## src/rtl/wb_pkg.sv

```systemverilog
// -----------------------------------------------------------------------------
// wb_pkg
// Shared definitions for the writeback arbiter and its result buffer.
//   REG_ADDR_W : width of a register-file address
//   DATA_W     : width of register-file data
//   NUM_REGS   : number of architectural registers (one busy bit each)
//   wb_entry_t : one buffered mul/div result (destination + data)
// -----------------------------------------------------------------------------
package wb_pkg;

    localparam int REG_ADDR_W = 5;
    localparam int DATA_W     = 32;
    localparam int NUM_REGS   = 1 << REG_ADDR_W;

    typedef struct packed {
        logic [REG_ADDR_W-1:0] rd;
        logic [DATA_W-1:0]     data;
    } wb_entry_t;

endpackage

```

## src/rtl/wb_fifo.sv

```systemverilog
// -----------------------------------------------------------------------------
// wb_fifo
// Synchronous FIFO of wb_entry_t holding long-latency mul/div results until the
// register-file write port is free.
// Optional feature macro: WB_SCOREBOARD_EN (exports per-slot valid flags and
// stored entries so the top can build its busy mask).
// Ports:
//   clk          : rising-edge clock
//   clr          : synchronous active-high clear (empties the FIFO)
//   push_i       : write push_entry_i at the tail (ignored when full)
//   push_entry_i : entry to store
//   pop_i        : discard the head entry (ignored when empty)
//   head_o       : entry at the head of the FIFO
//   count_o      : number of stored entries, 0..DEPTH
//   full_o       : count_o == DEPTH
//   empty_o      : count_o == 0
//   valid_o      : (WB_SCOREBOARD_EN) slot holds a live entry
//   entries_o    : (WB_SCOREBOARD_EN) raw storage array
// -----------------------------------------------------------------------------
module wb_fifo
    import wb_pkg::*;
#(
    parameter int  DEPTH = 4,
    localparam int PTR_W = $clog2(DEPTH),
    localparam int CNT_W = PTR_W + 1
) (
    input  logic                   clk,
    input  logic                   clr,
    input  logic                   push_i,
    input  wb_entry_t              push_entry_i,
    input  logic                   pop_i,
    output wb_entry_t              head_o,
    output logic [CNT_W-1:0]       count_o,
    output logic                   full_o,
    output logic                   empty_o
`ifdef WB_SCOREBOARD_EN
    ,
    output logic [DEPTH-1:0]       valid_o,
    output wb_entry_t [DEPTH-1:0]  entries_o
`endif
);

    localparam logic [CNT_W-1:0] FULL_COUNT = CNT_W'(DEPTH);

    logic [PTR_W-1:0] wrPtr_q, wrPtr_d;
    logic [PTR_W-1:0] rdPtr_q, rdPtr_d;
    logic [CNT_W-1:0] count_q, count_d;
    wb_entry_t [DEPTH-1:0] mem_q;

    logic pushOk;
    logic popOk;

    assign full_o  = (count_q == FULL_COUNT);
    assign empty_o = (count_q == '0);
    assign count_o = count_q;
    assign head_o  = mem_q[rdPtr_q];

    // Requests that would overflow or underflow are dropped here so the
    // pointers can never drift apart from the count.
    assign pushOk = push_i && !full_o;
    assign popOk  = pop_i && !empty_o;

    // Pointer and occupancy next-state. DEPTH is a power of two, so letting
    // the pointers overflow their natural width gives the modulo-DEPTH wrap.
    always_comb begin
        wrPtr_d = wrPtr_q;
        rdPtr_d = rdPtr_q;
        count_d = count_q;
        if (clr) begin
            wrPtr_d = '0;
            rdPtr_d = '0;
            count_d = '0;
        end else begin
            if (pushOk) begin
                wrPtr_d = wrPtr_q + 1'b1;
            end
            if (popOk) begin
                rdPtr_d = rdPtr_q + 1'b1;
            end
            if (pushOk && !popOk) begin
                count_d = count_q + 1'b1;
            end else if (popOk && !pushOk) begin
                count_d = count_q - 1'b1;
            end
        end
    end

    always_ff @(posedge clk) begin
        wrPtr_q <= wrPtr_d;
        rdPtr_q <= rdPtr_d;
        count_q <= count_d;
    end

    // Storage needs no clear: liveness of a slot is defined purely by the
    // pointers and count, so stale contents are never observed.
    always_ff @(posedge clk) begin
        if (!clr && pushOk) begin
            mem_q[wrPtr_q] <= push_entry_i;
        end
    end

`ifdef WB_SCOREBOARD_EN
    // A slot is live when its distance from the read pointer (modulo DEPTH)
    // is smaller than the number of stored entries.
    always_comb begin
        logic [PTR_W-1:0] offset;
        offset  = '0;
        valid_o = '0;
        for (int i = 0; i < DEPTH; i++) begin
            offset     = PTR_W'(i) - rdPtr_q;
            valid_o[i] = ({1'b0, offset} < count_q);
        end
    end

    assign entries_o = mem_q;
`endif

endmodule

```

## src/rtl/wb_arbiter.sv

```systemverilog
// -----------------------------------------------------------------------------
// wb_arbiter
// Arbitrates the single register-file write port between the in-order pipeline
// (absolute priority, never stalled) and a FIFO of mul/div results that drain
// whenever the pipeline leaves the port free. Outputs are registered.
// Optional feature macro: WB_SCOREBOARD_EN (adds busy_mask).
// Ports:
//   clk        : rising-edge clock
//   clr        : synchronous active-high clear
//   pipe_valid : pipeline writeback present this cycle
//   pipe_rd    : pipeline destination register
//   pipe_data  : pipeline writeback data
//   mdu_valid  : mul/div unit offers a result
//   mdu_rd     : mul/div destination register
//   mdu_data   : mul/div result data
//   mdu_ready  : result buffer can accept a mul/div result
//   wb_en      : register-file write enable
//   wb_number  : register-file write address
//   wb_data    : register-file write data
//   busy_mask  : (WB_SCOREBOARD_EN) registers with a buffered, unwritten result
// -----------------------------------------------------------------------------
module wb_arbiter
    import wb_pkg::*;
#(
    parameter int DEPTH = 4
) (
    input  logic                  clk,
    input  logic                  clr,
    input  logic                  pipe_valid,
    input  logic [REG_ADDR_W-1:0] pipe_rd,
    input  logic [DATA_W-1:0]     pipe_data,
    input  logic                  mdu_valid,
    input  logic [REG_ADDR_W-1:0] mdu_rd,
    input  logic [DATA_W-1:0]     mdu_data,
    output logic                  mdu_ready,
    output logic                  wb_en,
    output logic [REG_ADDR_W-1:0] wb_number,
    output logic [DATA_W-1:0]     wb_data
`ifdef WB_SCOREBOARD_EN
    ,
    output logic [NUM_REGS-1:0]   busy_mask
`endif
);

    localparam int               CNT_W      = $clog2(DEPTH) + 1;
    localparam logic [CNT_W-1:0] FULL_COUNT = CNT_W'(DEPTH);

    logic                  wbEn_q, wbEn_d;
    logic [REG_ADDR_W-1:0] wbNumber_q, wbNumber_d;
    logic [DATA_W-1:0]     wbData_q, wbData_d;

    logic             pipeWrite;
    logic             push;
    logic             pop;
    wb_entry_t        pushEntry;
    wb_entry_t        headEntry;
    logic [CNT_W-1:0] fifoCount;
    logic             fifoFull;
    logic             fifoEmpty;

`ifdef WB_SCOREBOARD_EN
    logic [DEPTH-1:0]      slotValid;
    wb_entry_t [DEPTH-1:0] slotEntries;
`endif

    // A pipeline writeback to x0 is dropped and leaves the port free. The
    // ready flag depends only on the registered count, so a pop in the same
    // cycle cannot make room for a push. Results for x0 are accepted but
    // never stored. The FIFO head is only considered when it was already
    // stored at the start of the cycle, so a fresh push is never bypassed.
    always_comb begin
        pipeWrite = pipe_valid && (pipe_rd != '0);
        mdu_ready = (fifoCount < FULL_COUNT) && !clr;
        push      = mdu_valid && mdu_ready && (mdu_rd != '0);
        pop       = !clr && !pipeWrite && !fifoEmpty;
        pushEntry = '{rd: mdu_rd, data: mdu_data};
    end

    wb_fifo #(
        .DEPTH        (DEPTH)
    ) u_fifo (
        .clk          (clk),
        .clr          (clr),
        .push_i       (push),
        .push_entry_i (pushEntry),
        .pop_i        (pop),
        .head_o       (headEntry),
        .count_o      (fifoCount),
        .full_o       (fifoFull),
        .empty_o      (fifoEmpty)
`ifdef WB_SCOREBOARD_EN
        ,
        .valid_o      (slotValid),
        .entries_o    (slotEntries)
`endif
    );

    // Write-port selection: pipeline first, then FIFO head, else idle with
    // address and data held so the register file sees no spurious toggling.
    always_comb begin
        wbEn_d     = 1'b0;
        wbNumber_d = wbNumber_q;
        wbData_d   = wbData_q;
        if (clr) begin
            wbNumber_d = '0;
            wbData_d   = '0;
        end else if (pipeWrite) begin
            wbEn_d     = 1'b1;
            wbNumber_d = pipe_rd;
            wbData_d   = pipe_data;
        end else if (pop) begin
            wbEn_d     = 1'b1;
            wbNumber_d = headEntry.rd;
            wbData_d   = headEntry.data;
        end
    end

    always_ff @(posedge clk) begin
        wbEn_q     <= wbEn_d;
        wbNumber_q <= wbNumber_d;
        wbData_q   <= wbData_d;
    end

    // The FIFO reports full both as a flag and through its count; the two
    // views must never disagree outside of clear.
    always_ff @(posedge clk) begin
        if (!clr) begin
            assert (fifoFull == (fifoCount == FULL_COUNT));
        end
    end

    assign wb_en     = wbEn_q;
    assign wb_number = wbNumber_q;
    assign wb_data   = wbData_q;

`ifdef WB_SCOREBOARD_EN
    // Built from registered FIFO state, so a bit drops in the same cycle that
    // wb_en presents the popped entry. x0 is never reported busy.
    always_comb begin
        busy_mask = '0;
        for (int i = 0; i < DEPTH; i++) begin
            if (slotValid[i]) begin
                busy_mask[slotEntries[i].rd] = 1'b1;
            end
        end
        busy_mask[0] = 1'b0;
    end
`endif

endmodule
```

## config.mk

```make
export PLATFORM = sky130hd
export DESIGN_NAME = wb_arbiter
export DESIGN_NICKNAME = d
export VERILOG_FILES = /design/src/rtl/wb_pkg.sv /design/src/rtl/wb_fifo.sv /design/src/rtl/wb_arbiter.sv
export SDC_FILE = /design/constraint.sdc
export NUM_CORES = 1
export LEC_CHECK = 0
export ABC_AREA = 1
export CELL_PAD_IN_SITES_DETAIL_PLACEMENT = 0
export CELL_PAD_IN_SITES_GLOBAL_PLACEMENT = 1
export CORE_MARGIN = 2
export CORE_UTILIZATION = 32
export CTS_CLUSTER_DIAMETER = 60
export DETAILED_ROUTE_END_ITERATION = 10
export GPL_TIMING_DRIVEN = 0
export PLACE_DENSITY = 0.66
export SLEW_MARGIN = 10
export SYNTH_ARGS = -nofsm -noshare
export SYNTH_HDL_FRONTEND = slang
export SYNTH_SLANG_ARGS = --single-unit
```

## constraint.sdc

```tcl
create_clock -name clk -period 3.2 [get_ports clk]
set_clock_uncertainty 0.1 [all_clocks]
set_input_delay 0.64 -clock clk [delete_from_list [all_inputs] [get_ports clk]]
set_output_delay 0.64 -clock clk [all_outputs]
set_load 0.02 [all_outputs]
```

==> results of run 1 <==
flip-flops by register name (all words and copies together) (netlist names):
register	count
u_fifo.mem_q	148
wb_data	32
wb_number	5
u_fifo.count_o	3
u_fifo.rdPtr_q	2
u_fifo.wrPtr_q	2
wb_en	1
per-stage QoR:
step                      setup TNS (ps)  total power, mW  instance area (um2)  hold WS (ps)
after floorplan                    -3040             4.06                 8440           362
after global placement           -312370             4.74                10000           363
after detailed placement            -620             4.77                10100           369
after CTS                              0             6.84                10700           349
after global routing                   0             7.11                10700           361
final                                  0             6.79                10700           363
logic make-up after synthesis:
| kind of cell | count (synthesis) | share of synthesized area [%] |
|---|---|---|
| simple gates | 436 | 23.0 |
| flops | 193 | 63.4 |
| buf+inv | 191 | 10.3 |
| xor+xnor | 3 | 0.312 |
| fa+ha+maj | 6 | 0.979 |
| compound gates | 33 | 2.00 |
synthesized netlist by cell type:
master,count
nand3_1,174
nor3b_1,1
o21ai_1,9
xor2_1,3
nor2_2,1
nor2_1,60
o21ai_0,18
nand2_4,2
fa_1,1
clkinv_2,1
nand2_1,172
inv_1,137
nor3_1,1
clkbuf_1,9
inv_2,3
dfxtp_1,45
a21oi_2,1
nand4_1,12
buf_4,10
ha_1,5
edfxtp_1,148
a21oi_1,5
buf_2,19
buf_6,12
or2_0,5
or2_1,7
nand3_2,1
area by class of cell:
class                      instances  area share (%)
tap                              335            3.92
buffer                            50            3.17
antenna                            1          0.0234
multi-input combinational        478            21.1
timing repair buffer             118            11.4
inverter                         141            4.96
clock buffer                      19            4.34
clock inverter                    13            1.08
sequential                       193            50.0
metal layers:
metal	part of all wire, %	up-vias	track usage [%]
li1	-	3085	-
met1	47	2843	22.2
met2	48	154	28.0
met3	3.7	22	2.74
met4	1.6	0	5.47
met5	0	-	0
power by group through the flow:
stage | Clock (mW) | Combinational (mW) | Sequential [mW]
2_1_floorplan | 0 | 0.914 | 3.14
3_3_place_gp | 0 | 1.67 | 3.07
3_5_place_dp | 0 | 1.71 | 3.06
4_1_cts | 2.13 | 1.71 | 3.00
5_1_grt | 2.21 | 1.88 | 3.02
6_report | 2.09 | 1.70 | 3.00
how the worst max path moves through the flow:
stage / from / to
6_report: mdu_rd[1] / u_fifo.count_o[2]
5_1_grt: mdu_rd[1] / u_fifo.count_o[2]
3_5_place_dp: mdu_rd[1] / u_fifo.count_o[2]
4_1_cts: mdu_rd[1] / u_fifo.count_o[2]
2_1_floorplan: clr / u_fifo.mem_q[0]
3_3_place_gp: mdu_rd[0] / u_fifo.mem_q[126]
placed cells by master (no fill, tap or decap), types with 3 or more instances in the layout:
master / count
buf_4: 10
edfxtp_1: 148
o21ai_1: 9
nor2_1: 56
inv_8: 3
nor2_4: 4
nand4_1: 12
inv_2: 3
dfxtp_1: 45
buf_6: 12
or2_0: 5
ha_1: 5
nand2_1: 171
o21ai_0: 18
buf_12: 4
clkbuf_1: 9
clkbuf_16: 18
or2_1: 7
xor2_1: 3
buf_2: 19
nand3_1: 174
inv_6: 5
a21oi_1: 5
clkdlybuf4s50_1: 114
inv_1: 137
critical path, cell delays in order:
cell and delay [ps]:
clkdlybuf4s50_1 490, nor3_1 480, nand2_1 210, nand2_2 270, inv_1 140, ha_1 220
inv_1 70, fa_1 150, inv_1 40, o21ai_0 230, xor2_1 160, nor2_1 50
==> results_dict.tcl, run 1 <==
set metrics [dict create \
    grt_pass1_wl_um 34900 \
    drv_cap 0 \
    wl_per_cell_um 17.0 \
    drt_iter0_markers 391 \
    final_cells 1348 \
    crit_type "in -> reg" \
    total_switching_power_mw 2.14 \
    end_kind "register" \
    irDropWorstVdd_mv 0.285 \
    floorplan.initialDensity_pct 32.5 \
    finalHoldViolCount 0 \
    fmax_ghz 0.340 \
    clockRootBuffer "clkbuf_16" \
    fin_crit_sh_pct 91.8 \
    rr_endpoint "u_fifo.count_o[2]" \
    ys_types 27 \
    path_max_fanout 7 \
    power.density_nw_per_um2 635 \
    cts_tree "yes" \
    combPwrFrac_pct 25.0 \
    regArea_um2 5350 \
    hold_path.class "in -> reg" \
    htreeDepth 4 \
    die_y_um 166 \
    reg2reg_depth 11 \
    dp_cells 1315 \
    worstHoldStart "clr" \
    ys_warn_count 0 \
    postSynthCellCount 862 \
    dp_hpwl_um 15600 \
    postCtsSetupBuffers 0 \
    drc 0 \
    drtPass1Iterations 5 \
    final_util_pct 41.1 \
    fp.coreArea_um2 26000 \
    rsz0062_at_grt "no" \
    cts_resized 0 \
    grt_pass1_vias 6004 \
    place_congestion 0.741 \
    ant_nets 0 \
    setup_viol 0 \
    slew_headroom_pct 50.1 \
    seqPwrFrac_pct 44.2 \
    worstPathArrival_ps 3170 \
    start_kind "primary input" \
    io_pins 117 \
    io_buffer_count 114 \
    placementRows 59 \
    synth-seq-area-share_pct 63.4 \
    place_ws_ps -322 \
    hold_end "u_fifo.wrPtr_q[0]" \
    worst_pin_slew_ps 746 \
    p_leak_nw 4.50 \
    cts-buffers-inserted 17 \
    status "finished, final reports clean" \
    grt_max_degree 22 \
    clk_latency_ps 430 \
    multi_input_area_um2 2250 \
    syn_area_um2 8440 \
    hold_depth 2 \
    area_growth_pct 26.7 \
    die-area_um2 27700 \
    pwr-share-clk_pct 30.8 \
    grt_use_total_pct 16.7 \
    viasPerCell 4.53 \
    required_ps 3430 \
    reg2reg_from "u_fifo.count_o[2]" \
    fillers 2610 \
    ys_ff_latch 193 \
    globalRouteOverflowTotal 0 \
    clkTransAtPathRegs_ps 70 \
    postCtsHoldBufs 0 \
    setup_ws_ps 262 \
    internal-power_mw 4.64 \
    layout.nets 1083 \
    die_w_um 166 \
    synth_area_leader_cell "edfxtp_1" \
    syn-num-nets 946 \
    layout-drive-gt1-share_pct 8.99 \
    synth.avg_cell_area_um2 9.79 \
    drt-total-wl_um 23000 \
    cts_buffer_depth 2 \
    maxSlewViolCount 0 \
    synthTopCellsByArea "edfxtp_1 53%, dfxtp_1 11%, nand3_1 10%, nand2_1 7.7%, inv_1 6.1%" \
    period_minus_slack_ps 2940 \
    sw_frac_of_total_pct 31.5 \
    ff2ff_setup_slack_ps 780 \
    antenna_found_initial 1 \
    cts_sinks 193 \
    vias 6104 \
    synth_top_area_share_pct 52.7 \
]
Note: power is estimated with default switching activity, not from simulation.
==> run 2: changes to the inputs <==
--- a/config.mk
+++ b/config.mk
@@ -9,11 +9,11 @@
 export CELL_PAD_IN_SITES_DETAIL_PLACEMENT = 0
 export CELL_PAD_IN_SITES_GLOBAL_PLACEMENT = 1
 export CORE_MARGIN = 2
-export CORE_UTILIZATION = 32
+export CORE_UTILIZATION = 35
 export CTS_CLUSTER_DIAMETER = 60
 export DETAILED_ROUTE_END_ITERATION = 10
 export GPL_TIMING_DRIVEN = 0
-export PLACE_DENSITY = 0.66
+export PLACE_DENSITY = 0.71
 export SLEW_MARGIN = 10
 export SYNTH_ARGS = -nofsm -noshare
 export SYNTH_HDL_FRONTEND = slang
==> results_dict.tcl, run 2 (same netlist as run 1, synthesis figures left out) <==
set metrics [dict create \
    status "finished, final reports clean" \
    seqPwrFrac_pct 44.0 \
    wl_per_cell_um 16.5 \
    drt_iter0_markers 478 \
    grt_max_degree 23 \
    die_w_um 159 \
    start_kind "primary input" \
    sw_frac_of_total_pct 31.4 \
    finalHoldViolCount 0 \
    fp.coreArea_um2 23500 \
    cts_resized 0 \
    fmax_ghz 0.346 \
    htreeDepth 4 \
    io_pins 117 \
    clk_latency_ps 440 \
    worst_pin_slew_ps 763 \
    hold_path.class "in -> reg" \
    maxSlewViolCount 0 \
    period_minus_slack_ps 2890 \
    required_ps 3440 \
    path_max_fanout 7 \
    drc 0 \
    worstPathArrival_ps 3130 \
    rr_endpoint "u_fifo.count_o[2]" \
    fin_crit_sh_pct 90.4 \
    layout.nets 1084 \
    cts_buffer_depth 2 \
    top_register "u_fifo.mem_q" \
    p_leak_nw 4.53 \
    antenna_found_initial 1 \
    total_switching_power_mw 2.14 \
    grt_pass1_wl_um 34100 \
    slew_headroom_pct 49.0 \
    drv_cap 0 \
    hold_end "u_fifo.count_o[2]" \
    cts_tree "yes" \
    die_y_um 159 \
    fin_tns_setup_ps 0 \
    internal-power_mw 4.67 \
    cts_sinks 193 \
    hold_depth 2 \
    reg2reg_depth 11 \
    ff2ff_setup_slack_ps 690 \
    clkTransAtPathRegs_ps 80 \
    mostFrequentLayoutCell "nand3_1" \
    irDropWorstVdd_mv 0.335 \
    power.density_nw_per_um2 635 \
    grt_use_total_pct 17.8 \
    layout-drive-gt1-share_pct 8.98 \
    io_buffer_count 114 \
    end_kind "register" \
    vias 6189 \
    cts-buffers-inserted 17 \
    clockRootBuffer "clkbuf_16" \
    ant_nets 0 \
    globalRouteOverflowTotal 0 \
    final_cell_mix "174 x nand3_1, 172 x nand2_1, 148 x edfxtp_1" \
    drt-total-wl_um 22100 \
    reg2reg_from "u_fifo.count_o[2]" \
    place_congestion 0.735 \
    combPwrFrac_pct 24.8 \
    setup_viol 0 \
    worstHoldStart "clr" \
    die-area_um2 25400 \
    drtPass1Iterations 5 \
    postCtsHoldBufs 0 \
    total_power_mw 6.81 \
    area_growth_pct 27.2 \
    floorplan.initialDensity_pct 35.8 \
    largest_register_ffs 148 \
    pwr-share-clk_pct 31.2 \
    grt_pass1_vias 5923 \
    rsz0062_at_grt "no" \
    dp_hpwl_um 15100 \
    viasPerCell 4.64 \
    placementRows 56 \
    postCtsSetupBuffers 0 \
    crit_type "in -> reg" \
]
## run 2: routing by layer
| layer | vias up | track usage (%) | share of wire, % |
|---|---|---|---|
| met3 | 22 | 3.15 | 4.5 |
| met2 | 156 | 30.2 | 49 |
| met4 | 0 | 5.08 | 1.1 |
| li1 | 3099 | - | - |
| met1 | 2912 | 23.4 | 45 |
| met5 | - | 0 | 0 |
## run 2: cell type report
type | instances | area [um2]
Antenna cell | 1 | 2.50
Buffer | 50 | 339
Clock buffer | 17 | 425
Clock inverter | 15 | 168
Fill cell | 2278 | 12800
Inverter | 141 | 531
Multi-Input combinational cell | 478 | 2250
Sequential cell | 193 | 5350
Tap cell | 319 | 399
Timing Repair Buffer | 119 | 1270
## run 2: power groups by stage
stage          combinational (mW)  clock [mW]  sequential [mW]
6_report                     1.69        2.12             3.00
5_1_grt                      1.86        2.25             3.02
4_1_cts                      1.71        2.16             3.00
3_5_place_dp                 1.70           0             3.05
3_3_place_gp                 1.65           0             3.06
2_1_floorplan               0.914           0             3.14
## run 2: per-stage QoR
step                util (%)  setup slack, ps  area (um2)  hold slack (ps)  cells
floorplan                  -            -20.5        8440              362    862
global route            45.6              153       10700              351   1333
finish                  45.6              307       10700              348   1333
global placement        42.4            -2130        9980              363   1295
CTS                     45.6              317       10700              339   1332
detailed placement      43.1             -156       10100              367   1300
## run 2: worst max path at each step
stage	startpoint	endpoint	slack, ps	cells after the start
2_1_floorplan	clr	u_fifo.mem_q[0]	-20	4
3_3_place_gp	mdu_rd[4]	u_fifo.mem_q[96]	-2130	5
3_5_place_dp	mdu_rd[1]	u_fifo.count_o[2]	-160	12
4_1_cts	mdu_rd[1]	u_fifo.count_o[2]	320	12
5_1_grt	mdu_rd[1]	u_fifo.count_o[2]	150	12
6_report	mdu_rd[1]	u_fifo.count_o[2]	310	12
## run 2: critical path, cell delays in order
cell and delay (ps):
clkdlybuf4s50_1 510, nor3_1 260, nand2_1 200, nand2_1 400
inv_1 160, ha_1 240, inv_1 70, fa_1 150
inv_1 50, o21ai_0 230, xor2_1 170, nor2_1 50
==> run 3: changes to the inputs <==
--- a/config.mk
+++ b/config.mk
@@ -8,7 +8,7 @@
 export ABC_AREA = 1
 export CELL_PAD_IN_SITES_DETAIL_PLACEMENT = 0
 export CELL_PAD_IN_SITES_GLOBAL_PLACEMENT = 1
-export CORE_MARGIN = 2
+export CORE_MARGIN = 1.5
 export CORE_UTILIZATION = 35
 export CTS_CLUSTER_DIAMETER = 60
 export DETAILED_ROUTE_END_ITERATION = 10
@@ -18,3 +18,4 @@
 export SYNTH_ARGS = -nofsm -noshare
 export SYNTH_HDL_FRONTEND = slang
 export SYNTH_SLANG_ARGS = --single-unit
+export TNS_END_PERCENT = 10
==> results_dict.tcl, run 3 (same netlist as run 1, synthesis figures left out) <==
set metrics [dict create \
    grt_util_met1_pct 24.4 \
    vias 6095 \
    hold_depth 2 \
    final_cell_mix "174 x nand3_1, 171 x nand2_1, 148 x edfxtp_1" \
    layout-drive-gt1-share_pct 8.99 \
    fillers 2272 \
    irDropWorstVdd_mv 0.328 \
    drt_iter0_markers 382 \
    largest_register_ffs 148 \
    crit_type "in -> reg" \
    place_congestion 0.735 \
    worst_pin_slew_ps 764 \
    drtPass1Iterations 5 \
    drc 0 \
    gr-max-usage-layer "met2" \
    p_leak_nw 4.52 \
    dpl_cell_area_um2 10100 \
    globalRouteOverflowTotal 0 \
    final_cells 1331 \
    cts_sinks 193 \
    clk_latency_ps 430 \
    fmax_ghz 0.347 \
    power.density_nw_per_um2 637 \
    clkTransAtPathRegs_ps 70 \
    wl_per_cell_um 16.3 \
    antenna_found_initial 0 \
    start_kind "primary input" \
    fp.coreArea_um2 23500 \
    dp_cells 1299 \
    slew_headroom_pct 49.1 \
    placementRows 56 \
    ant_nets 0 \
    final_area_um2 10700 \
    end_kind "register" \
    place_ws_ps -259 \
    worstPathArrival_ps 3100 \
    status "finished, final reports clean" \
    dp_hpwl_um 15000 \
    viasPerCell 4.58 \
    die_w_um 158 \
    cts-buffers-inserted 17 \
    grt_use_total_pct 18.2 \
    path_max_fanout 7 \
    area_growth_pct 26.8 \
    maxSlewViolCount 0 \
    diodes 0 \
    finalHoldViolCount 0 \
    use_met2_pct 30.3 \
    fin_crit_sh_pct 90.1 \
    fin_tns_setup_ps 0 \
    htreeDepth 4 \
    hold_path.class "in -> reg" \
    required_ps 3420 \
    cts_buffer_depth 2 \
    setup_ws_ps 318 \
    worst_hold_slack_ps 363 \
    layout.nets 1083 \
    regArea_um2 5350 \
    setup_viol 0 \
    reg2reg_depth 11 \
    io_buffer_count 114 \
    met3_usage_pct 3.56 \
    die-area_um2 25000 \
    grt_pass1_vias 5786 \
    rsz0062_at_grt "no" \
    final_util_pct 45.4 \
    top_register "u_fifo.mem_q" \
    io_pins 117 \
    floorplan.initialDensity_pct 35.8 \
    clockRootBuffer "clkbuf_16" \
    die_y_um 158 \
    mostFrequentLayoutCell "nand3_1" \
    cts_tree "yes" \
    drv_cap 0 \
    grt_max_degree 25 \
    grt_pass1_wl_um 33000 \
    period_minus_slack_ps 2880 \
    drt-total-wl_um 21700 \
    multi_input_area_um2 2250 \
    total_power_mw 6.81 \
]
[run 3: cell types whose count changed in the layout (fill, tap and decap cells not counted), moves of 2 or more]
cell,previous run,this run
buf_12,1,4
buf_16,4,0
clkbuf_16,17,19
clkinvlp_4,2,0
[run 3: layer usage]
metal / up-vias / wire (um)
li1: 3084 / -
met1: 2857 / 9830
met2: 137 / 10600
met3: 17 / 982
met4: 0 / 248
met5: - / 0
[run 3: worst max-delay path: stages]
cell             delay, ps
clkdlybuf4s50_1        490
nor3_1                 490
nand2_1                190
nand2_2                260
inv_1                  120
ha_1                   220
inv_1                   70
fa_1                   400
o21ai_0                160
a21oi_1                 60
[run 3: power breakdown]
group	internal, mW	switching, mW	total (mW)	leakage, nW
Clock	1.13	1.00	2.14	0.301
Sequential	2.91	0.0935	3.00	1.71
Combinational	0.646	1.03	1.68	2.51
Total	4.69	2.13	6.81	4.52
[run 3: what timing repair did]
| action | in CTS | in global routing |
|---|---|---|
| resized for setup | 0 | 1 |
| setup endpoints to repair | 0 | 1 |
| buffers inserted | 0 | 0 |
| hold buffers | 0 | 0 |
[run 3: cell type report]
cell class              count  share of cell area (%)
repair buffers            118                    11.4
well taps                 319                    3.73
clock inverters            13                    1.21
inverters                 141                    4.96
flip-flops and latches    193                    50.0
multi-input cells         478                    21.1
plain buffers              50                    3.17
clock buffers              19                    4.45
[run 3: final timing paths]
| check | start | end | slack, ps |
|---|---|---|---|
| min | clr | u_fifo.wrPtr_q[0] | 360 |
| max | mdu_rd[1] | u_fifo.count_o[1] | 320 |
| max reg2reg | u_fifo.count_o[2] | u_fifo.count_o[2] | 870 |
| min reg2reg | wb_data[10] | wb_data[10] | 370 |
